### config.mk
export PLATFORM = sky130hd
export DESIGN_NAME = serial_ripple_subtractor
export DESIGN_NICKNAME = d
export VERILOG_FILES = /design/src/rtl/serial_ripple_subtractor.sv
export SDC_FILE = /design/constraint.sdc
export NUM_CORES = 1
export LEC_CHECK = 0
export CORE_MARGIN = 1
export CORE_UTILIZATION = 51
export CTS_CLUSTER_DIAMETER = 60
export CTS_CLUSTER_SIZE = 25
export DETAILED_ROUTE_END_ITERATION = 12
export GPL_TIMING_DRIVEN = 0
export PLACE_DENSITY = 0.77
export SLEW_MARGIN = 10
export SYNTH_ARGS = -nofsm -noshare
export SYNTH_HDL_FRONTEND = slang
export SYNTH_SLANG_ARGS = --single-unit
### constraint.sdc
create_clock -name clk -period 1.65 [get_ports clk]
set_input_delay 0.33 -clock clk [delete_from_list [all_inputs] [get_ports clk]]
set_output_delay 0.33 -clock clk [all_outputs]
set_load 0.05 [all_outputs]
### src/rtl/serial_ripple_subtractor.sv
// Bit-serial subtractor: Res = A - B computed LSB first, one bit per clock,
// through a single full-subtractor cell with a registered borrow.
module serial_ripple_subtractor #(
  parameter int WIDTH = 4
) (
  input  logic             clk,
  input  logic             rst,
  input  logic             start,
  input  logic [WIDTH-1:0] A,
  input  logic [WIDTH-1:0] B,
  output logic [WIDTH-1:0] Res,
  output logic             Bout,
  output logic             V,
  output logic             Z,
  output logic             busy,
  output logic             done
);

  localparam int            CW   = $clog2(WIDTH) + 1;
  localparam logic [CW-1:0] LAST = CW'(WIDTH - 1);

  typedef enum logic [1:0] {IDLE, RUN, DONE} state_t;

  state_t           state;
  logic [WIDTH-1:0] a_sr;
  logic [WIDTH-1:0] b_sr;
  logic [WIDTH-1:0] res_sr;
  logic [CW-1:0]    count;
  logic             bw;
  logic             a_msb;
  logic             b_msb;

  logic             d;
  logic             bw_next;
  logic [WIDTH-1:0] res_next;

  // NOTE: every output of this block is assigned on every pass, so no latch is inferred.
  always_comb begin
    d        = a_sr[0] ^ b_sr[0] ^ bw;
    bw_next  = (~a_sr[0] & b_sr[0]) | (~(a_sr[0] ^ b_sr[0]) & bw);
    res_next = {d, res_sr[WIDTH-1:1]};
  end

  // NOTE: all state uses non-blocking assignments so every register samples pre-edge values.
  always_ff @(posedge clk) begin
    if (rst) begin
      state  <= IDLE;
      a_sr   <= '0;
      b_sr   <= '0;
      res_sr <= '0;
      count  <= '0;
      bw     <= 1'b0;
      a_msb  <= 1'b0;
      b_msb  <= 1'b0;
      Res    <= '0;
      Bout   <= 1'b0;
      V      <= 1'b0;
      Z      <= 1'b0;
      busy   <= 1'b0;
      done   <= 1'b0;
    end else begin
      case (state)
        IDLE: begin
          if (start) begin
            a_sr   <= A;
            b_sr   <= B;
            a_msb  <= A[WIDTH-1];
            b_msb  <= B[WIDTH-1];
            res_sr <= '0;
            count  <= '0;
            bw     <= 1'b0;
            busy   <= 1'b1;
            state  <= RUN;
          end
        end
        RUN: begin
          a_sr   <= a_sr >> 1;
          b_sr   <= b_sr >> 1;
          res_sr <= res_next;
          bw     <= bw_next;
          count  <= count + 1'b1;
          // The final bit lands in the MSB of res_next, so flags come from it directly.
          if (count == LAST) begin
            Res   <= res_next;
            Bout  <= bw_next;
            V     <= (a_msb != b_msb) && (res_next[WIDTH-1] != a_msb);
            Z     <= (res_next == '0);
            done  <= 1'b1;
            state <= DONE;
          end
        end
        DONE: begin
          done  <= 1'b0;
          busy  <= 1'b0;
          state <= IDLE;
        end
        default: state <= IDLE;
      endcase
    end
  end

endmodule

Yosys cells after proc, flatten, opt, wreduce, memory -nomap -nowiden
Cells that the tools add are included.
{ "classes": {"n_mux": 17, "n_reduce_logical": 12, "n_addsub": 1, "eq_ne": 7, "n_bitwise": 7} }
{ "op_table": {"columns": ["op", "count"], "rows": [
  ["$pmux W4 S2", 3],
  ["$mux W4", 3],
  ["$reduce_and A2 Y1", 6],
  ["$pmux W1 S2", 3],
  ["$pmux W3 S2", 1],
  ["$reduce_bool A2 Y1", 3],
  ["$logic_not A4 Y1", 1],
  ["$mux W2", 2],
  ["$ne A2 B2 Y1 const B", 2],
  ["$pmux W2 S2", 1],
  ["$add A3 B1 Y3 const B", 1],
  ["$eq A3 B2 Y1 const B", 1],
  ["$mux W1", 3],
  ["$mux W3", 1],
  ["$and A1 B1 Y1", 2],
  ["$eq A2 B1 Y1 const B", 1],
  ["$eq A2 B2 Y1 const B", 1],
  ["$logic_not A2 Y1", 1],
  ["$ne A1 B1 Y1", 2],
  ["$not A1 Y1", 2],
  ["$xor A1 B1 Y1", 2],
  ["$logic_and A1 B1 Y1", 1],
  ["$or A1 B1 Y1", 1]
]} }
{ "word_totals": {"ff_bits": 29, "inputBits": 11} }

Logic depth before layout (Yosys ltp)
Gate-level depths: netlist of the first run.
{ "depth": {"word_depth": 5, "mapped_depth": 6, "depth_no_buf": 5} }

Worst setup path before layout of the first run
No wires, ideal clock.
{ "synth_path": {"kind": "reg2reg", "start": "register a_sr[0]", "end": "register V", "setup_slack_ns": 0.287, "required_time_ns": 1.564, "path_buffers": 0, "path_stages_with_launch": 6, "arrival_ns": 1.278, "cell_sequence": "dfxtp_1 > inv_1 > fa_1 > nor2_1 > a21oi_1 > a211oi_1"} }
{ "synth_between": {"elab_chain_len": 4} }
{ "synth_lines": {"columns": ["element", "line_no", "rtl"], "rows": [
  ["start: declaration", "25", "logic [WIDTH-1:0] a_sr;"],
  ["start signal: assignment", "77", "a_sr <= a_sr >> 1;"],
  ["$xor A1 B1 Y1 (2 in a row)", "39", "d = a_sr[0] ^ b_sr[0] ^ bw;"],
  ["$ne A1 B1 Y1", "86", "V <= (a_msb != b_msb) && (res_next[WIDTH-1] != a_msb);"],
  ["$logic_and A1 B1 Y1", "86", null],
  ["end signal: assignment", "86", null],
  ["end: declaration", "13", "output logic V,"]
]} }
No other way between the ends.
A chain may end at the register's enable or synchronous reset.

Final worst setup path of the first run
{ "layout_path": {"start": "register done", "end": "output port done"} }
{ "layout_lines": {"columns": ["element", "line_no", "rtl"], "rows": [
  ["start: declaration", "16", "output logic done"],
  ["start signal: assignment", "60", "done <= 1'b0;"],
  ["start signal: assignment", "88", "done <= 1'b1;"],
  ["start signal: assignment", "93", "done <= 1'b0;"]
]} }
No word-level cell between the ends.

==> flow_summary_export.csv, run 1 <==
group,metric,value,unit
flow_run,drv_cap,0,
global_route,grt_overflow,0,
finish,drive_above_1_share,10.2,%
global_route,grtUsageMet2,34.6,%
global_route,grt_max_degree,16,
clocking,hold_buffers,0,
clocking,clockRootBuffer,"clkbuf_4",
finish,stdcell_count,185,
finish,n_antenna_cell,0,
synth,synthSimpleGateAreaFrac,18.5,%
pwr,p_per_area,859,nW/um2
placement,dp.cells,181,
critical_path,worstPathCellList,"dlygate4sd2_1",
critical_path,crit_buf_inv,1,
synth,syn_area_per_cell,8.98,um2
routing,vias,956,
die,core,2230,um2
placement,gp_congestion,0.758,
routing,via_per_inst,5.17,
global_route,grt-busiest-layer,"met2",
critical_path,reg2reg_to,"Z$_SDFFE_PP0P_",
placement,placed_area,1430,um2
sta,max_slew_margin,62.8,%
critical_path,rrSetupSlack,160,ps
critical_path,max_stage_delay,540,ps
clocking,clk_pin_slew,150,ps
hold_path,hold_depth,2,
finish,num-nets-final,173,
sta,setup_violations,0,
critical_path,rr_startpoint,"b_sr[0]$_SDFFE_PP0P_",
synth,synth_top_family_by_area,"compound AO/OA/AOI/OAI gates",
synth,synthAdderAreaFrac,5.33,%
synth,ys_warn_count,0,
pwr,ir_drop,0.492,mV
sta,worst_pin_slew,557,ps
finish,final_util,65.0,%
synth,synth-seq-cells,28,
die,die_h,50.9,um
die,io_pins,20,
global_route,grt.met1_usage,24.3,%
hold_path,hold_path_class,"in2reg",
hold_path,min_to,"Bout$_SDFFE_PP0P_",
clocking,htreeDepth,1,
synth,synth_xor_area_share,0,%
sta,holdWs,302,ps
global_route,grt_use_met3,2.68,%
synth,syn_area,1220,um2
critical_path,endpoint_kind,"output port",
pwr,leakagePower,0.590,nW
finish,design_area,1450,um2
synth,ys.flop_type,"dfxtp_1",
finish,syn_to_final_growth,18.9,%
routing,drtPass1Iterations,4,
sta,tns,0,ps
sta,min_period,1570,ps
sta,finalHoldViolations,0,
clocking,postCtsSetupBuffers,0,
critical_path,arrival,1240,ps
hold_path,hold_start,"rst",
placement,port_buffers,17,
finish,fill_cells,211,
finish,register_area,561,um2
critical_path,cpMaxStageDelayCell,"dlygate4sd2_1",
critical_path,crit_type,"reg2out",
synth,synth_cell_type_count,28,
finish,multi_input_area,576,um2
clocking,cts_resized,9,
clocking,cts_tree,"yes",
critical_path,cp_top_family,"buffers and inverters",
placement,hpwl,1.63,mm
sta,finalCritPeriodShare,95.2,%
pwr,power,1.25,mW
critical_path,cp-start-kind,"flip-flop",
routing,drt_iter0_drc,12,
sta,clock_skew,5.99,ps
routing,wirelength,2.26,mm
synth,synth-edff-count,0,
sta,setup_ws,79.0,ps
clocking,clockBufferDepth,2,
placement,dp_slack,177,ps
die,std_cell_rows,17,
critical_path,crit_fanout,3,
global_route,grt_pass1_vias,881,
clocking,clk_latency,330,ps
critical_path,cp_data_required_time,1320,ps
critical_path,rr_worst_depth,5,
die,initial_core_util,54.7,%
sta,grt_setup_unrepaired,"no",
synth,seq_area_frac_synth,45.9,%
sta,fmax,0.637,GHz
synth,synth_cells,136,
synth,synth-compound-area-share,19.2,%
synth,muxShareOfSynthArea,4.10,%
global_route,grt_antenna_before_repair,0,
synth,syn_nets,151,
clocking,cts_sinks,28,
routing,drc,0,
die,die_w,50.9,um
outcome,status,"finished clean",
global_route,grtUsageTotal,19.9,%
synth,synthArstFlopShare,0,%
routing,wl_per_cell,12.2,um
global_route,grt_pass1_wl,3.86,mm
clocking,cts_buffers,3,
sta,maxSlewViolCount,0,
die,dieArea,2590,um2
routing,postRouteAntennaNets,0,
-- flip-flops by register name (all words and copies together) (netlist names) --
register,flops
res_sr,3
Z,1
a_msb,1
b_msb,1
V,1
b_sr,4
count,3
bw,1
Bout,1
Res,4
busy,1
a_sr,4
state,2
done,1
-- power by group --
group          switching [mW]  total (mW)  internal [mW]
Clock                   0.202       0.337          0.135
Combinational          0.0947       0.183         0.0886
Sequential             0.0201       0.726          0.706
-- cells by family after synthesis --
group	count (synthesis)
flops	28
compound gates	35
mux	5
simple gates	48
buf+inv	16
fa+ha+maj	4
-- cells in the mapped netlist (2+ instances only) --
master	count	share of area [%]
nand2b_1	4	2.0
nor2_1	21	6.5
a22oi_1	3	1.8
buf_2	2	0.82
inv_1	7	2.2
ha_1	2	2.0
fa_1	2	3.3
nor2b_1	4	2.0
a21oi_1	16	6.6
a211oi_1	5	3.1
mux2i_1	5	4.1
a2bb2oi_1	3	2.2
nand3b_1	2	1.2
nor3_1	2	0.82
dfxtp_1	28	46
o21ai_0	3	1.2
o221a_2	2	1.8
nand2_1	12	3.7
buf_4	4	2.5
-- final cells by class --
| class | count | area share (%) |
|---|---|---|
| multi-input cells | 92 | 39.7 |
| inverters | 7 | 1.81 |
| plain buffers | 9 | 4.05 |
| well taps | 28 | 2.41 |
| clock buffers | 4 | 2.50 |
| repair buffers | 17 | 10.9 |
| flip-flops and latches | 28 | 38.6 |
-- routing by layer --
metal	wire length (um)	vias up
li1	-	503
met1	1030	430
met2	1140	21
met3	72	2
met4	16	0
met5	0	-
-- layout by cell type (no fill, tap or decap), types with 2 or more instances in the layout --
cell | Yosys | layout
buf_2 | 2 | 2
a22oi_1 | 3 | 3
clkbuf_4 | 0 | 3
a21oi_1 | 16 | 16
buf_4 | 4 | 4
o21ai_0 | 3 | 3
nor2_1 | 21 | 21
dlygate4sd2_1 | 0 | 9
o221a_2 | 2 | 2
clkdlybuf4s50_1 | 0 | 8
nand2_1 | 12 | 12
inv_1 | 7 | 7
fa_1 | 2 | 2
nor2b_1 | 4 | 4
dfxtp_1 | 28 | 28
ha_1 | 2 | 2
a211oi_1 | 5 | 5
nand3b_1 | 2 | 2
nor3_1 | 2 | 2
a2bb2oi_1 | 3 | 3
nand2b_1 | 4 | 4
mux2i_1 | 5 | 5
-- worst max path at each step --
stage,startpoint,to,cells past startpoint
floorplan,a_sr[0]$_SDFFE_PP0P_,V$_SDFFE_PP0P_,5
global placement,done$_SDFFE_PP0P_,done,1
detailed placement,b_sr[0]$_SDFFE_PP0P_,Z$_SDFFE_PP0P_,5
CTS,done$_SDFFE_PP0P_,done,1
global route,done$_SDFFE_PP0P_,done,1
finish,done$_SDFFE_PP0P_,done,1
Note: power is estimated with default switching activity, not from simulation.
==> run 2, diff against run 1 <==
--- a/config.mk
+++ b/config.mk
@@ -5,13 +5,15 @@
 export SDC_FILE = /design/constraint.sdc
 export NUM_CORES = 1
 export LEC_CHECK = 0
+export CAP_MARGIN = 20
 export CORE_MARGIN = 1
-export CORE_UTILIZATION = 51
+export CORE_UTILIZATION = 60
 export CTS_CLUSTER_DIAMETER = 60
 export CTS_CLUSTER_SIZE = 25
 export DETAILED_ROUTE_END_ITERATION = 12
+export DONT_BUFFER_PORTS = 1
 export GPL_TIMING_DRIVEN = 0
-export PLACE_DENSITY = 0.77
+export PLACE_DENSITY = 0.76
 export SLEW_MARGIN = 10
 export SYNTH_ARGS = -nofsm -noshare
 export SYNTH_HDL_FRONTEND = slang
==> constraint.sdc (replaced) <==
create_clock -name clk -period 1.91 [get_ports clk]
set_input_delay 0.382 -clock clk [delete_from_list [all_inputs] [get_ports clk]]
set_output_delay 0.382 -clock clk [all_outputs]
set_load 0.05 [all_outputs]
==> run 2 against run 1 <==
Sequential share of layout area rose by 4.3 points. Sequential cell count did not move. Routed wire length rose by 0.49%. Critical endpoint is now Z$_SDFFE_PP0P_.
==> flow_summary_export.csv, run 2 (synthesis gave the netlist of run 1 again) <==
group,metric,value,unit
finish,design_area,1310,um2
sta,tns,0,ps
critical_path,cp_top_family,"adder cells",
sta,setup_violations,0,
finish,drive_above_1_share,11.4,%
critical_path,rrSetupSlack,390,ps
clocking,cts_resized,0,
critical_path,crit_type,"reg2reg",
global_route,grt_overflow,0,
global_route,grt.met1_usage,33.3,%
clocking,hold_buffers,0,
sta,clock_skew,2.93,ps
die,std_cell_rows,15,
critical_path,cp-start-kind,"flip-flop",
global_route,grtUsageTotal,25.0,%
pwr,leakagePower,0.493,nW
routing,wl_per_cell,13.7,um
clocking,postCtsSetupBuffers,0,
critical_path,crit_fanout,3,
die,die_h,47.1,um
global_route,grt_pass1_vias,868,
finish,final_cell_mix,"dfxtp_1 (28), nor2_1 (21), a21oi_1 (16), nand2_1 (12), inv_1 (7)",
finish,num-nets-final,156,
placement,dp_slack,414,ps
finish,syn_to_final_growth,6.86,%
placement,gp_congestion,0.741,
sta,holdWs,196,ps
sta,maxSlewViolCount,0,
sta,setup_ws,393,ps
placement,hpwl,1.65,mm
die,die_w,47.1,um
critical_path,crit_buf_inv,1,
outcome,status,"finished clean",
clocking,clockBufferDepth,2,
placement,dp.cells,161,
clocking,htreeDepth,1,
finish,final_util,71.7,%
critical_path,max_stage_delay,480,ps
global_route,grt_max_degree,17,
finish,n_antenna_cell,0,
sta,grt_setup_unrepaired,"no",
routing,drc,0,
sta,finalHoldViolations,0,
die,core,1820,um2
sta,worst_pin_slew,538,ps
placement,placed_area,1250,um2
critical_path,worstPathCellList,"inv_1, fa_1, nor4_1, nand2_1, a21oi_1",
die,initial_core_util,67.1,%
clocking,cts_sinks,28,
finish,final_common_cell,"dfxtp_1",
routing,via_per_inst,5.58,
critical_path,cpMaxStageDelayCell,"fa_1",
sta,min_period,1520,ps
finish,reg.largest.list,"Res x4, a_sr x4, b_sr x4",
global_route,grt_use_met3,5.00,%
clocking,cts_tree,"yes",
global_route,grt-busiest-layer,"met2",
critical_path,endpoint_kind,"flip-flop",
placement,port_buffers,0,
global_route,grt_antenna_before_repair,0,
global_route,grtUsageMet2,38.9,%
die,io_pins,20,
hold_path,hold_path_class,"in2reg",
clocking,clk_latency,330,ps
pwr,power,1.16,mW
global_route,grt_pass1_wl,3.75,mm
die,dieArea,2220,um2
sta,finalCritPeriodShare,79.4,%
sta,max_slew_margin,64.1,%
routing,wirelength,2.27,mm
critical_path,cp_data_required_time,2190,ps
routing,postRouteAntennaNets,0,
clocking,cts_buffers,3,
sta,fmax,0.659,GHz
routing,vias,921,
pwr,ir_drop,0.651,mV
routing,drtPass1Iterations,4,
flow_run,drv_cap,0,
critical_path,arrival,1790,ps
clocking,clk_pin_slew,150,ps
pwr,p_per_area,887,nW/um2
clocking,clockRootBuffer,"clkbuf_4",
finish,stdcell_count,165,
routing,drt_iter0_drc,16,
[run 2: layer usage]
metal / wire length [um] / up-vias
met3: 69 / 5
met2: 1030 / 16
li1: - / 469
met5: 0 / -
met1: 1120 / 431
met4: 50 / 0
[run 2: power breakdown]
group,internal (mW),switching (mW)
clock network,0.213,0.175
registers,0.610,0.0255
logic,0.0608,0.0732
[run 2: worst paths after layout]
kind | from | endpoint | depth (start not counted)
max | b_sr[0]$_SDFFE_PP0P_ | Z$_SDFFE_PP0P_ | 5
min | B[3] | b_msb$_SDFFE_PP0P_ | 2
max reg2reg | b_sr[0]$_SDFFE_PP0P_ | Z$_SDFFE_PP0P_ | 5
min reg2reg | res_sr[1]$_SDFFE_PP0P_ | Res[0]$_SDFFE_PP0P_ | 2
[run 2: area by class of cell]
type,count,area [um2]
tap,25,31.3
multi-input combinational,92,576
clock inverter,1,30.0
fill,164,515
sequential,28,561
clock buffer,3,22.5
buffer,9,58.8
inverter,7,26.3
==> run 3, diff against run 2 <==
--- a/config.mk
+++ b/config.mk
@@ -7,13 +7,13 @@
 export LEC_CHECK = 0
 export CAP_MARGIN = 20
 export CORE_MARGIN = 1
-export CORE_UTILIZATION = 60
+export CORE_UTILIZATION = 54
 export CTS_CLUSTER_DIAMETER = 60
 export CTS_CLUSTER_SIZE = 25
 export DETAILED_ROUTE_END_ITERATION = 12
 export DONT_BUFFER_PORTS = 1
 export GPL_TIMING_DRIVEN = 0
-export PLACE_DENSITY = 0.76
+export PLACE_DENSITY = 0.72
 export SLEW_MARGIN = 10
 export SYNTH_ARGS = -nofsm -noshare
 export SYNTH_HDL_FRONTEND = slang
==> constraint.sdc (replaced) <==
create_clock -name clk -period 1.28 [get_ports clk]
set_input_delay 0.256 -clock clk [delete_from_list [all_inputs] [get_ports clk]]
set_output_delay 0.256 -clock clk [all_outputs]
set_load 0.05 [all_outputs]
==> run 3 against run 2 <==
The run now ends with negative setup slack left. Clock skew is essentially flat. First-iteration DRC count up 69%. Design area up 7.2%. Worst hold slack worse by 120 ps. Largest cell class unchanged.
==> flow_summary_export.csv, run 3 (synthesis gave the netlist of run 1 again) <==
group,metric,value,unit
clocking,clockRootBuffer,"clkbuf_4",
die,die_h,49.6,um
sta,grt_setup_unrepaired,"yes",
outcome,status,"finished, violations left",
finish,final_cell_mix,"nor2_1 (21), dfxtp_1 (17), a21oi_1 (16), nand2_1 (12), dfxtp_2 (9)",
finish,n_antenna_cell,0,
critical_path,cp.depth,5,
placement,dp_slack,-159,ps
die,core,2040,um2
pwr,power,1.75,mW
global_route,grt_use_met3,3.40,%
routing,postRouteAntennaNets,0,
flow_run,drv_cap,0,
sta,worst_pin_slew,504,ps
critical_path,cp-start-kind,"flip-flop",
global_route,grtUsageMet2,34.7,%
routing,vias,949,
die,std_cell_rows,16,
clocking,cts_buffers,3,
sta,finalCritPeriodShare,109,%
routing,drc,0,
placement,gp_congestion,0.751,
global_route,grt-busiest-layer,"met2",
hold_path,hold_depth,2,
critical_path,cp_data_required_time,1510,ps
pwr,ir_drop,0.819,mV
global_route,grt_pass1_vias,886,
sta,finalHoldViolations,0,
critical_path,cpMaxStageDelayCell,"fa_1",
sta,fmax,0.718,GHz
sta,setup_ws,-113,ps
critical_path,max_stage_delay,570,ps
critical_path,crit_type,"reg2reg",
critical_path,arrival,1630,ps
hold_path,hold_path_class,"in2reg",
die,die_w,49.6,um
clocking,cts_sinks,28,
routing,drtPass1Iterations,4,
global_route,grt_antenna_before_repair,0,
die,io_pins,20,
outcome,violations,"negative setup slack",
clocking,clk_latency,330,ps
critical_path,rr_worst_depth,5,
die,initial_core_util,59.8,%
critical_path,endpoint_kind,"flip-flop",
finish,final_util,68.5,%
finish,num-nets-final,159,
sta,holdWs,74.0,ps
clocking,clk_pin_slew,150,ps
sta,tns,-243,ps
global_route,grt_overflow,0,
global_route,grtUsageTotal,21.3,%
pwr,leakagePower,0.519,nW
critical_path,crit_buf_inv,1,
pwr,p_per_area,1250,nW/um2
global_route,grt.met1_usage,26.7,%
routing,wl_per_cell,13.7,um
clocking,clockBufferDepth,2,
finish,syn_to_final_growth,14.5,%
routing,via_per_inst,5.58,
sta,max_slew_margin,66.4,%
die,dieArea,2460,um2
critical_path,crit_fanout,3,
finish,reg.largest.list,"Res x4, a_sr x4, b_sr x4",
placement,hpwl,1.66,mm
sta,min_period,1390,ps
placement,port_buffers,0,
routing,wirelength,2.32,mm
global_route,grt_max_degree,17,
finish,drive_above_1_share,27.3,%
sta,maxSlewViolCount,0,
critical_path,cp_top_family,"adder cells",
clocking,hold_buffers,0,
clocking,htreeDepth,1,
clocking,cts_tree,"yes",
sta,setup_violations,3,
routing,drt_iter0_drc,27,
global_route,grt_pass1_wl,3.82,mm
sta,clock_skew,2.92,ps
critical_path,worstPathCellList,"inv_2, fa_1, nor2_1, a21oi_1, a211oi_2",
finish,final_common_cell,"nor2_1",
==> run 3: power breakdown <==
part / internal [mW] / leakage [nW] / total, mW / switching, mW
Sequential: 0.912 / 0.234 / 0.952 / 0.0398
Combinational: 0.101 / 0.257 / 0.219 / 0.118
Clock: 0.317 / 0.0279 / 0.575 / 0.258
Total: 1.33 / 0.519 / 1.75 / 0.416
==> run 3: stage by stage <==
step                std cells  cell area, um2
global route              170            1400
detailed placement        163            1260
floorplan                 136            1220
finish                    170            1400
global placement          163            1260
CTS                       169            1380
==> run 3: repair_timing <==
action,CTS,global route
buffers inserted,2,1
setup endpoints to repair,8,20
pin swaps,8,4
gates resized for setup,14,9
==> run 3: worst reg2reg max path, delay by kind of cell (launching register included) <==
family	cells	cell delay, ps
AOI/OAI and AO/OA	2	230
buffers and inverters	1	40
adders and majority gates	1	570
and+or+nand+nor	1	60
DFF	1	400
==> run 3: area by class of cell <==
type                    count  area (um2)
clock inverters             1        30.0
plain buffers               9        62.6
fillers                   179         643
clock buffers               3        22.5
inverters                   7        26.3
well taps                  27        33.8
flip-flops and latches     28         579
repair buffers              3        22.5
multi-input cells          92         622
==> run 3: path summary, 6_finish.rpt <==
check	start	end	slack [ps]
setup / recovery	a_sr[0]$_SDFFE_PP0P_	V$_SDFFE_PP0P_	-110
hold / removal	B[3]	b_sr[3]$_SDFFE_PP0P_	70
setup reg to reg	a_sr[0]$_SDFFE_PP0P_	V$_SDFFE_PP0P_	-110
hold reg to reg	res_sr[1]$_SDFFE_PP0P_	Res[0]$_SDFFE_PP0P_	490
==> run 3: metal layers <==
layer  share of wire [%]  routed length [um]
met2                  47                1090
met5                   0                   0
met1                  47                1090
met4                 1.9                  43
met3                 4.1                  96
